--- src/rtl/lcd_if.sv ---
// lcd_if -- signal bundle between the HD44780 driver and its neighbours.
//   char_in    : ASCII byte for the requested position (from the content stage)
//   index      : character position requested (0-15 line 1, 16-31 line 2)
//   lcd_data   : 8-bit HD44780 data bus
//   lcd_rs     : 0 = command, 1 = character data
//   lcd_rw     : always 0 (write only)
//   lcd_e      : enable strobe
//   init_done  : init sequence complete, held until reset
//   frame_done : one-cycle pulse when the refresh wraps from index 31 to 0
// master = driver side, slave = content stage / panel side.
interface lcd_if;
    logic [7:0] char_in;
    logic [4:0] index;
    logic [7:0] lcd_data;
    logic       lcd_rs;
    logic       lcd_rw;
    logic       lcd_e;
    logic       init_done;
    logic       frame_done;

    modport master (
        input  char_in,
        output index, lcd_data, lcd_rs, lcd_rw, lcd_e, init_done, frame_done
    );

    modport slave (
        output char_in,
        input  index, lcd_data, lcd_rs, lcd_rw, lcd_e, init_done, frame_done
    );
endinterface

--- src/rtl/lcd_driver.sv ---
// lcd_driver -- HD44780 8-bit write-only driver with continuous 2x16 refresh.
//   clk : single clock, posedge
//   rst : asynchronous active-high reset
//   bus : lcd_if.master (char_in in; index, lcd_* strobes, init_done, frame_done out)
// After POWERUP_WAIT idle cycles the four init commands are sent, then the
// display is refreshed forever: address 0x80, chars 0-15, address 0xC0,
// chars 16-31. Every bus write is SETUP (1 cycle) -> E_HIGH (E_PULSE) ->
// E_WAIT (STEP_CYCLES, or CLR_CYCLES after the clear command).
module lcd_driver #(
    parameter int POWERUP_WAIT = 750000,
    parameter int E_PULSE      = 25,
    parameter int STEP_CYCLES  = 2500,
    parameter int CLR_CYCLES   = 100000
) (
    input  logic  clk,
    input  logic  rst,
    lcd_if.master bus
);
    // Counter is never narrower than 20 bits and grows with the largest wait.
    localparam int MAX_A = (POWERUP_WAIT > CLR_CYCLES) ? POWERUP_WAIT : CLR_CYCLES;
    localparam int MAX_B = (STEP_CYCLES > E_PULSE) ? STEP_CYCLES : E_PULSE;
    localparam int MAX_C = (MAX_A > MAX_B) ? MAX_A : MAX_B;
    localparam int CNT_W = ($clog2(MAX_C + 1) > 20) ? $clog2(MAX_C + 1) : 20;

    localparam logic [CNT_W-1:0] PWR_LAST  = CNT_W'(POWERUP_WAIT - 1);
    localparam logic [CNT_W-1:0] E_LAST    = CNT_W'(E_PULSE - 1);
    localparam logic [CNT_W-1:0] STEP_LAST = CNT_W'(STEP_CYCLES - 1);
    localparam logic [CNT_W-1:0] CLR_LAST  = CNT_W'(CLR_CYCLES - 1);

    // state_q walks PWR_WAIT, FETCH and the shared SETUP/E_HIGH/E_WAIT
    // sub-sequence. phase_q records which command class (INIT_CMD, SET_ADDR,
    // WRITE_CHAR) the in-flight transaction belongs to, so the decision of
    // what comes next is taken in the last wait cycle with no dead cycle.
    typedef enum logic [2:0] {
        PWR_WAIT, INIT_CMD, SET_ADDR, FETCH, WRITE_CHAR, SETUP, E_HIGH, E_WAIT
    } state_t;

    state_t           state_q, state_d;
    state_t           phase_q, phase_d;
    logic [CNT_W-1:0] cnt_q, cnt_d;
    logic [1:0]       step_q, step_d;
    logic [4:0]       index_q, index_d;
    logic [7:0]       data_q, data_d;
    logic             rs_q, rs_d;
    logic             e_q, e_d;
    logic             init_done_q, init_done_d;
    logic             frame_q, frame_d;
    logic [CNT_W-1:0] wait_last;

    function automatic logic [7:0] init_cmd(input logic [1:0] s);
        case (s)
            2'd0:    return 8'h38;  // function set: 8-bit, 2 lines, 5x8
            2'd1:    return 8'h0C;  // display on, cursor off
            2'd2:    return 8'h06;  // entry mode: increment, no shift
            default: return 8'h01;  // clear display
        endcase
    endfunction

    // Only the clear command needs the long wait.
    assign wait_last = (phase_q == INIT_CMD && step_q == 2'd3) ? CLR_LAST : STEP_LAST;

    always_comb begin
        state_d     = state_q;
        phase_d     = phase_q;
        cnt_d       = cnt_q + CNT_W'(1);
        step_d      = step_q;
        index_d     = index_q;
        data_d      = data_q;
        rs_d        = rs_q;
        e_d         = e_q;
        init_done_d = init_done_q;
        frame_d     = 1'b0;
        case (state_q)
            PWR_WAIT: begin
                if (cnt_q == PWR_LAST) begin
                    state_d = SETUP;
                    phase_d = INIT_CMD;
                    step_d  = 2'd0;
                    data_d  = init_cmd(2'd0);
                    rs_d    = 1'b0;
                    cnt_d   = '0;
                end
            end
            // index has been stable for two cycles, so the registered
            // char_in now belongs to it.
            FETCH: begin
                if (cnt_q == CNT_W'(1)) begin
                    state_d = SETUP;
                    phase_d = WRITE_CHAR;
                    data_d  = bus.char_in;
                    rs_d    = 1'b1;
                    cnt_d   = '0;
                end
            end
            SETUP: begin
                state_d = E_HIGH;
                e_d     = 1'b1;
                cnt_d   = '0;
            end
            E_HIGH: begin
                if (cnt_q == E_LAST) begin
                    state_d = E_WAIT;
                    e_d     = 1'b0;
                    cnt_d   = '0;
                end
            end
            E_WAIT: begin
                if (cnt_q == wait_last) begin
                    cnt_d = '0;
                    case (phase_q)
                        INIT_CMD: begin
                            state_d = SETUP;
                            rs_d    = 1'b0;
                            if (step_q == 2'd3) begin
                                init_done_d = 1'b1;
                                phase_d     = SET_ADDR;
                                data_d      = 8'h80;
                            end else begin
                                step_d = step_q + 2'd1;
                                data_d = init_cmd(step_q + 2'd1);
                            end
                        end
                        SET_ADDR: state_d = FETCH;
                        default: begin
                            index_d = index_q + 5'd1;
                            // Line boundaries go through an address command.
                            if (index_q == 5'd15 || index_q == 5'd31) begin
                                state_d = SETUP;
                                phase_d = SET_ADDR;
                                rs_d    = 1'b0;
                                data_d  = (index_q == 5'd31) ? 8'h80 : 8'hC0;
                                frame_d = (index_q == 5'd31);
                            end else begin
                                state_d = FETCH;
                            end
                        end
                    endcase
                end
            end
            default: begin
                state_d = PWR_WAIT;
                cnt_d   = '0;
            end
        endcase
    end

    always_ff @(posedge clk or posedge rst) begin
        if (rst) begin
            state_q     <= PWR_WAIT;
            phase_q     <= INIT_CMD;
            cnt_q       <= '0;
            step_q      <= 2'd0;
            index_q     <= 5'd0;
            data_q      <= 8'h00;
            rs_q        <= 1'b0;
            e_q         <= 1'b0;
            init_done_q <= 1'b0;
            frame_q     <= 1'b0;
        end else begin
            state_q     <= state_d;
            phase_q     <= phase_d;
            cnt_q       <= cnt_d;
            step_q      <= step_d;
            index_q     <= index_d;
            data_q      <= data_d;
            rs_q        <= rs_d;
            e_q         <= e_d;
            init_done_q <= init_done_d;
            frame_q     <= frame_d;
        end
    end

    assign bus.index      = index_q;
    assign bus.lcd_data   = data_q;
    assign bus.lcd_rs     = rs_q;
    assign bus.lcd_rw     = 1'b0;
    assign bus.lcd_e      = e_q;
    assign bus.init_done  = init_done_q;
    assign bus.frame_done = frame_q;
endmodule

--- src/flat_wrapper.sv ---
// flat-port wrapper written by rule: the top's interface ports become plain ports
module lcd_driver_flat 
#(
    parameter int POWERUP_WAIT = 750000,
    parameter int E_PULSE      = 25,
    parameter int STEP_CYCLES  = 2500,
    parameter int CLR_CYCLES   = 100000
)
  (clk, rst, bus_char_in, bus_index, bus_lcd_data, bus_lcd_rs, bus_lcd_rw, bus_lcd_e, bus_init_done, bus_frame_done);
  lcd_if bus_i ();
  input  logic clk;
  input  logic rst;
  input wire logic [$bits(bus_i.char_in)-1:0] bus_char_in;
  output wire logic [$bits(bus_i.index)-1:0] bus_index;
  output wire logic [$bits(bus_i.lcd_data)-1:0] bus_lcd_data;
  output wire logic [$bits(bus_i.lcd_rs)-1:0] bus_lcd_rs;
  output wire logic [$bits(bus_i.lcd_rw)-1:0] bus_lcd_rw;
  output wire logic [$bits(bus_i.lcd_e)-1:0] bus_lcd_e;
  output wire logic [$bits(bus_i.init_done)-1:0] bus_init_done;
  output wire logic [$bits(bus_i.frame_done)-1:0] bus_frame_done;
  assign bus_i.char_in = bus_char_in;
  assign bus_index = bus_i.index;
  assign bus_lcd_data = bus_i.lcd_data;
  assign bus_lcd_rs = bus_i.lcd_rs;
  assign bus_lcd_rw = bus_i.lcd_rw;
  assign bus_lcd_e = bus_i.lcd_e;
  assign bus_init_done = bus_i.init_done;
  assign bus_frame_done = bus_i.frame_done;
  lcd_driver #(.POWERUP_WAIT(POWERUP_WAIT), .E_PULSE(E_PULSE), .STEP_CYCLES(STEP_CYCLES), .CLR_CYCLES(CLR_CYCLES)) u_core (.clk(clk), .rst(rst), .bus(bus_i));
endmodule
--- config.mk ---
export PLATFORM = sky130hd
export DESIGN_NAME = lcd_driver_flat
export DESIGN_NICKNAME = d
export VERILOG_FILES = /design/src/rtl/lcd_if.sv /design/src/rtl/lcd_driver.sv /design/src/flat_wrapper.sv
export SDC_FILE = /design/constraint.sdc
export NUM_CORES = 1
export LEC_CHECK = 0
export CORE_AREA = 2 2 79 81
export DETAILED_ROUTE_END_ITERATION = 16
export DIE_AREA = 0 0 81 83
export GPL_TIMING_DRIVEN = 0
export PLACE_DENSITY = 0.8
export SKIP_LAST_GASP = 1
export SYNTH_ARGS = -nofsm -noshare
export SYNTH_HDL_FRONTEND = slang
export SYNTH_SLANG_ARGS = --single-unit
export TNS_END_PERCENT = 30
--- constraint.sdc ---
create_clock -name clk -period 2.3 [get_ports clk]
set_input_delay 0.575 -clock clk [delete_from_list [all_inputs] [get_ports clk]]
set_output_delay 0.575 -clock clk [all_outputs]
set_load 0.05 [all_outputs]
==> flow_summary.yaml, run 1 <==
cts:
  clockRootBuffer: "clkbuf_8"
  postCtsHoldBufs: 0
  cts_tree: "yes"
  htreeDepth: 2
  cts_buffers: 5
  clock_sinks: 45
  path_clk_slew_ns: 0.08
  clock_latency_ns: 0.30
  clockBufferDepth: 2
setup_path:
  cp.required_ns: 2.48
  cp_max_fo: 5
  setup.worst_path.start_class: "flop"
  cp.buffers_inverters: 1
  crit_slowest_cell: "or4_1"
  worstPathArrival_ns: 2.53
  cp-end-kind: "flop"
  slowest_delay_ns: 0.47
  critical_path.top_delay_family: "simple AND/OR/NAND/NOR gates"
  path_class: "flop to flop"
  path_cells: "ha_2 -> and4bb_2 -> or4_1 -> o22a_2 -> nand2_4 -> nand2_8 -> buf_12 -> mux2_4"
placement:
  dp_cells: 383
  portBuffers: 26
  dpl.hpwl_um: 4230
  dp_slack_ns: -0.356
  gp_congestion: 0.897
routing:
  drc_errors: 0
  routed_wl_um: 6350
  num_vias: 2252
  routedWlPerCell_um: 15.8
  vias_per_cell: 5.60
  drt.antenna.violating_nets: 0
  drt_iter0_markers: 169
  first_pass_iters: 4
status:
  outcome: "finished, violations left"
  violations: "setup timing"
pwr:
  max-vdd-ir-drop_v: 0.000310
  powerDensity_nw_per_um2: 387
  leakage_nw: 1.43
  power_mw: 1.35
yosys:
  synth_nets: 302
  synth.area.top_cells: "dfrtp_1 41%, ha_1 5.1%, nor2_1 4.6%"
  async_reset_ff_frac: 1.00
  synthMuxAreaShare: 0.0509
  synth-xor-area-share: 0.0752
  synth_edf_count: 0
  netlist_area_um2: 2680
  syn_avg_cell_area_um2: 9.53
  synthFlopType: "dfrtp_1"
  ys_warn_count: 0
  ys_seq_area_frac: 0.421
  synth_seq_cells: 45
  yosys.area_share.adder: 0.0514
  synth_cells: 281
  yosys.area_share.simple: 0.266
  synth_top_area_cell: "dfrtp_1"
  ys_types: 58
  synth_top_family_by_area: "simple AND/OR/NAND/NOR gates"
  synth_compound_area_frac: 0.0888
  synth_top_area_frac: 0.411
sta:
  fmax_mhz: 426
  rsz0062_at_grt: "true"
  hold-worst-slack_ns: 0.491
  drv_slew: 0
  setup_viol: 14
  finalHoldViolCount: 0
  fin_crit_sh: 1.02
  layout_setup_ws_ns: -0.0479
  maxSlewHeadroom: 0.563
  finClkSkew_ns: 0.00807
  tightest_slew_ns: 0.650
  layout_min_cycle_time_ns: 2.35
finish:
  drive_gt1_frac: 0.245
  antenna_cells: 0
  final_util: 0.600
  finish.net_count: 347
  final_cells: 402
  syn_to_final_growth_pct: 30.4
  fillers: 493
global_routing:
  grt_pass1_wl_um: 10600
  busiest_layer: "met2"
  grt_pass1_vias: 2250
  met2_usage: 0.346
  antenna_found_initial: 0
  grt.total_usage: 0.198
  grtUsageMet1: 0.253
  grt-ovfl-total: 0
  grt_max_degree: 29
  grt_util_met3: 0.0326
die:
  die_h_um: 83
  pin_count: 28
  rows: 28
  coreArea_um2: 5820
  initial_core_util: 0.460
  die_w_um: 81
  die_area_um2: 6720
worst_hold_path:
  min_path_type: "flop to flop"
job:
  drv_cap: 0
==> through the flow <==
step,setup TNS (ns),cell area (um2)
final,-0.350,3490
after global placement,-19.04,3090
after CTS,-0.615,3370
after floorplan,-0.541,2730
after detailed placement,-10.22,3110
after global routing,-2.86,3490
==> placed cells by master, fill, tap and decap left out, drive strengths merged, types with 7 or more instances in the layout <==
cell type	n
clkdlybuf4s50	26
xnor2	11
nand3	20
dfrtp	44
ha	11
mux2	8
nor3	7
nor2	33
clkbuf	14
nor4	11
buf	25
inv	9
a21oi	8
xor2	12
nand2	18
==> area by class of cell <==
class / count / area, um2 / share of cell area
Multi-Input combinational cell: 208 / 1630 / 0.466
Sequential cell: 45 / 1130 / 0.325
Timing Repair Buffer: 47 / 454 / 0.130
Tap cell: 75 / 93.8 / 0.0269
Clock buffer: 8 / 90.1 / 0.0258
Buffer: 10 / 57.6 / 0.0165
Inverter: 9 / 33.8 / 0.00967
==> registers in the layout, summed over array words and instances, names as in the netlist, 2 cells and up <==
| register | count |
|---|---|
| u_core.cnt_q | 20 |
| u_core.bus.lcd_data | 8 |
| u_core.bus.index | 5 |
| u_core.phase_q | 3 |
| u_core.state_q | 3 |
| u_core.step_q | 2 |
==> cell families after synthesis <==
logic type	Yosys count
buffers and inverters	28
DFF	45
xor gates and xnor gates	23
AOI/OAI and AO/OA	36
and+or+nand+nor	127
adders and majority gates	11
muxes	10
other	1
==> final timing paths <==
check | endpoint | from | cells past startpoint | slack, ns
worst max-delay path | u_core.bus.lcd_data[0] | u_core.step_q[0] | 8 | -0.05
worst min-delay path | u_core.bus.lcd_rs | u_core.bus.lcd_rs | 1 | 0.49
worst max register to register | u_core.bus.lcd_data[0] | u_core.step_q[0] | 8 | -0.05
worst min register to register | u_core.bus.lcd_rs | u_core.bus.lcd_rs | 1 | 0.49
max in group asynchronous | u_core.phase_q[0] | rst | 3 | 1.18
min in group asynchronous | u_core.cnt_q[14] | rst | 2 | 0.58
==> per-layer routing <==
metal  vias up  routed length [um]
met3         7                 199
met2        46                3350
met4         0                  64
met5         -                   0
met1      1121                2740
li1       1078                   -
==> where the power goes <==
part	leakage [nW]	switching, mW	internal [mW]
registers	0.566	0.000973	0.792
clock network	0.0455	0.256	0.245
logic	0.822	0.0311	0.0249
==> Yosys cell counts (3+ instances only) <==
cell and count:
and3_1 4, xnor2_1 11, o21ai_0 6, nand3_1 20
nor3_1 5, dfrtp_1 44, or4_1 3, buf_2 3
o22ai_1 3, nor4_1 9, nand2_1 17, a31oi_1 4
xor2_1 12, nor2b_1 3, nor2_1 33, inv_1 9
mux2_4 7, nand4_1 6, ha_1 11, nand2b_1 5
a21oi_1 8, clkbuf_1 14
==> timing repair <==
item | 4_1_cts | 5_1_grt
resized for setup | 21 | 15
buffers inserted | 16 | 4
endpoints found under the setup margin | 41 | 41
pin swaps | 8 | 10
Power figures use the tool's default switching activity.
==> run 2, diff against run 1 <==
--- a/config.mk
+++ b/config.mk
@@ -9,7 +9,8 @@
 export DETAILED_ROUTE_END_ITERATION = 16
 export DIE_AREA = 0 0 81 83
 export GPL_TIMING_DRIVEN = 0
-export PLACE_DENSITY = 0.8
+export PLACE_DENSITY = 0.78
+export RECOVER_POWER = 100
 export SKIP_LAST_GASP = 1
 export SYNTH_ARGS = -nofsm -noshare
 export SYNTH_HDL_FRONTEND = slang
==> constraint.sdc (replaced) <==
create_clock -name clk -period 3 [get_ports clk]
set_input_delay 0.75 -clock clk [delete_from_list [all_inputs] [get_ports clk]]
set_output_delay 0.75 -clock clk [all_outputs]
set_load 0.05 [all_outputs]
==> run 2 against run 1 <==
Net effect:
- the run now ends clean
- global-route usage decreased by 1.8 points
- combinational power shrank 31%
- clock power down 27%
==> flow_summary.yaml, run 2 (synthesis results as in run 1) <==
status:
  outcome: "finished clean"
die:
  coreArea_um2: 5820
  initial_core_util: 0.460
  pin_count: 28
  die_h_um: 83
  rows: 28
  die_w_um: 81
  die_area_um2: 6720
sta:
  fmax_mhz: 374
  finClkSkew_ns: 0.00536
  maxSlewHeadroom: 0.498
  setup_viol: 0
  finalHoldViolCount: 0
  tightest_slew_ns: 0.752
  tns_ns: 0
  drv_slew: 0
  fin_crit_sh: 0.890
  layout_min_cycle_time_ns: 2.67
  rsz0062_at_grt: "false"
routing:
  drt_iter0_markers: 152
  first_pass_iters: 4
  drc_errors: 0
  wl_met1_um: 2650
  drt.antenna.violating_nets: 0
  routedWlPerCell_um: 14.6
  met3_length_um: 252
  vias_per_cell: 5.51
  top_layer_used: "met4"
  routed_wl_um: 5730
  route.met2.wl_um: 2790
  num_vias: 2156
setup_path:
  ff2ff_setup_slack_ns: 0.33
  path_cells: "ha_1 -> and4bb_1 -> or4_1 -> o22a_1 -> nand2_1 -> o311a_1 -> buf_2 -> a21boi_0"
  path_class: "flop to flop"
  critical_path.top_delay_family: "simple AND/OR/NAND/NOR gates"
  crit_slowest_cell: "or4_1"
  setup.worst_path.start_class: "flop"
  cp.required_ns: 3.17
  worstPathArrival_ns: 2.84
  cp_max_fo: 10
  cp-end-kind: "flop"
  cp.buffers_inverters: 1
  slowest_delay_ns: 0.48
pwr:
  powerDensity_nw_per_um2: 327
  switching_share: 0.221
  leakage_nw: 1.27
  p_comb_frac: 0.038
  clkPwrFrac: 0.361
  max-vdd-ir-drop_v: 0.000310
  p_switching_mw: 0.223
  seqPwrFrac: 0.601
  power_mw: 1.01
  internal_power_mw: 0.788
job:
  drv_cap: 0
finish:
  finish.net_count: 336
  final_common_cell: "dfrtp_1"
  drive_gt1_frac: 0.0823
  largest_reg_flops: 20
  top_register: "u_core.cnt_q"
  syn_to_final_growth_pct: 15.4
  antenna_cells: 0
  final_cell_mix: "44 x dfrtp_1, 33 x nor2_1, 20 x nand3_1"
global_routing:
  grt_max_degree: 31
  grt_pass1_wl_um: 9850
  grt.total_usage: 0.180
  antenna_found_initial: 0
  grt-ovfl-total: 0
  grt_pass1_vias: 2135
cts:
  clockRootBuffer: "clkbuf_8"
  htreeDepth: 2
  cts_resized: 0
  clock_sinks: 45
  cts_buffers: 5
  clockBufferDepth: 2
  cts_tree: "yes"
  postCtsHoldBufs: 0
  path_clk_slew_ns: 0.08
  post-cts-setup-buffers: 0
  clock_latency_ns: 0.29
placement:
  dpl.hpwl_um: 4150
  gp_congestion: 0.905
  portBuffers: 26
worst_hold_path:
  min_path_type: "flop to flop"
[run 2: per-layer routing]
| metal | up-vias | track usage |
|---|---|---|
| li1 | 1059 | - |
| met1 | 1048 | 0.246 |
| met2 | 43 | 0.291 |
| met3 | 6 | 0.0326 |
| met4 | 0 | 0.0478 |
| met5 | - | 0 |
[run 2: final cells by class]
cell class | instances | area [um2]
buffer | 19 | 86.3
clock buffer | 8 | 80.1
fill | 545 | 2730
inverter | 9 | 33.8
multi-input combinational | 208 | 1400
sequential | 45 | 1130
tap | 75 | 93.8
timing repair buffer | 27 | 265
[run 2: path summary, 6_finish.rpt]
path                       cells after the start         startpoint                end
max                                            8   u_core.step_q[0]  u_core.state_q[1]
min                                            1  u_core.bus.lcd_rs  u_core.bus.lcd_rs
max reg2reg                                    8   u_core.step_q[0]  u_core.state_q[1]
min reg2reg                                    1  u_core.bus.lcd_rs  u_core.bus.lcd_rs
max in group asynchronous                      3                rst  u_core.state_q[2]
min in group asynchronous                      2                rst   u_core.cnt_q[18]
[run 2: power groups by stage]
stage	sequential, mW	combinational [mW]	clock, mW
3_3_place_gp	0.620	0.0405	0
3_5_place_dp	0.620	0.0441	0
2_1_floorplan	0.625	0.0170	0
5_1_grt	0.608	0.0430	0.394
4_1_cts	0.608	0.0444	0.372
6_report	0.608	0.0384	0.365
[run 2: through the flow]
step           cells  setup WS, ns  utilization  hold slack (ns)  area [um2]
2_1_floorplan    281         0.425            -            0.479        2680
3_3_place_gp     382         0.261        0.521            0.470        3030
3_5_place_dp     383         0.384        0.525            0.470        3050
4_1_cts          391         0.367        0.539            0.492        3130
5_1_grt          391         0.174        0.531            0.511        3090
6_report         391         0.329        0.531            0.476        3090
==> run 3, diff against run 2 <==
--- a/config.mk
+++ b/config.mk
@@ -5,6 +5,7 @@
 export SDC_FILE = /design/constraint.sdc
 export NUM_CORES = 1
 export LEC_CHECK = 0
+export CAP_MARGIN = 20
 export CORE_AREA = 2 2 79 81
 export DETAILED_ROUTE_END_ITERATION = 16
 export DIE_AREA = 0 0 81 83
==> results of run 3 <==
Same layout as run 2: the final DEF is identical, and so are final timing and power.
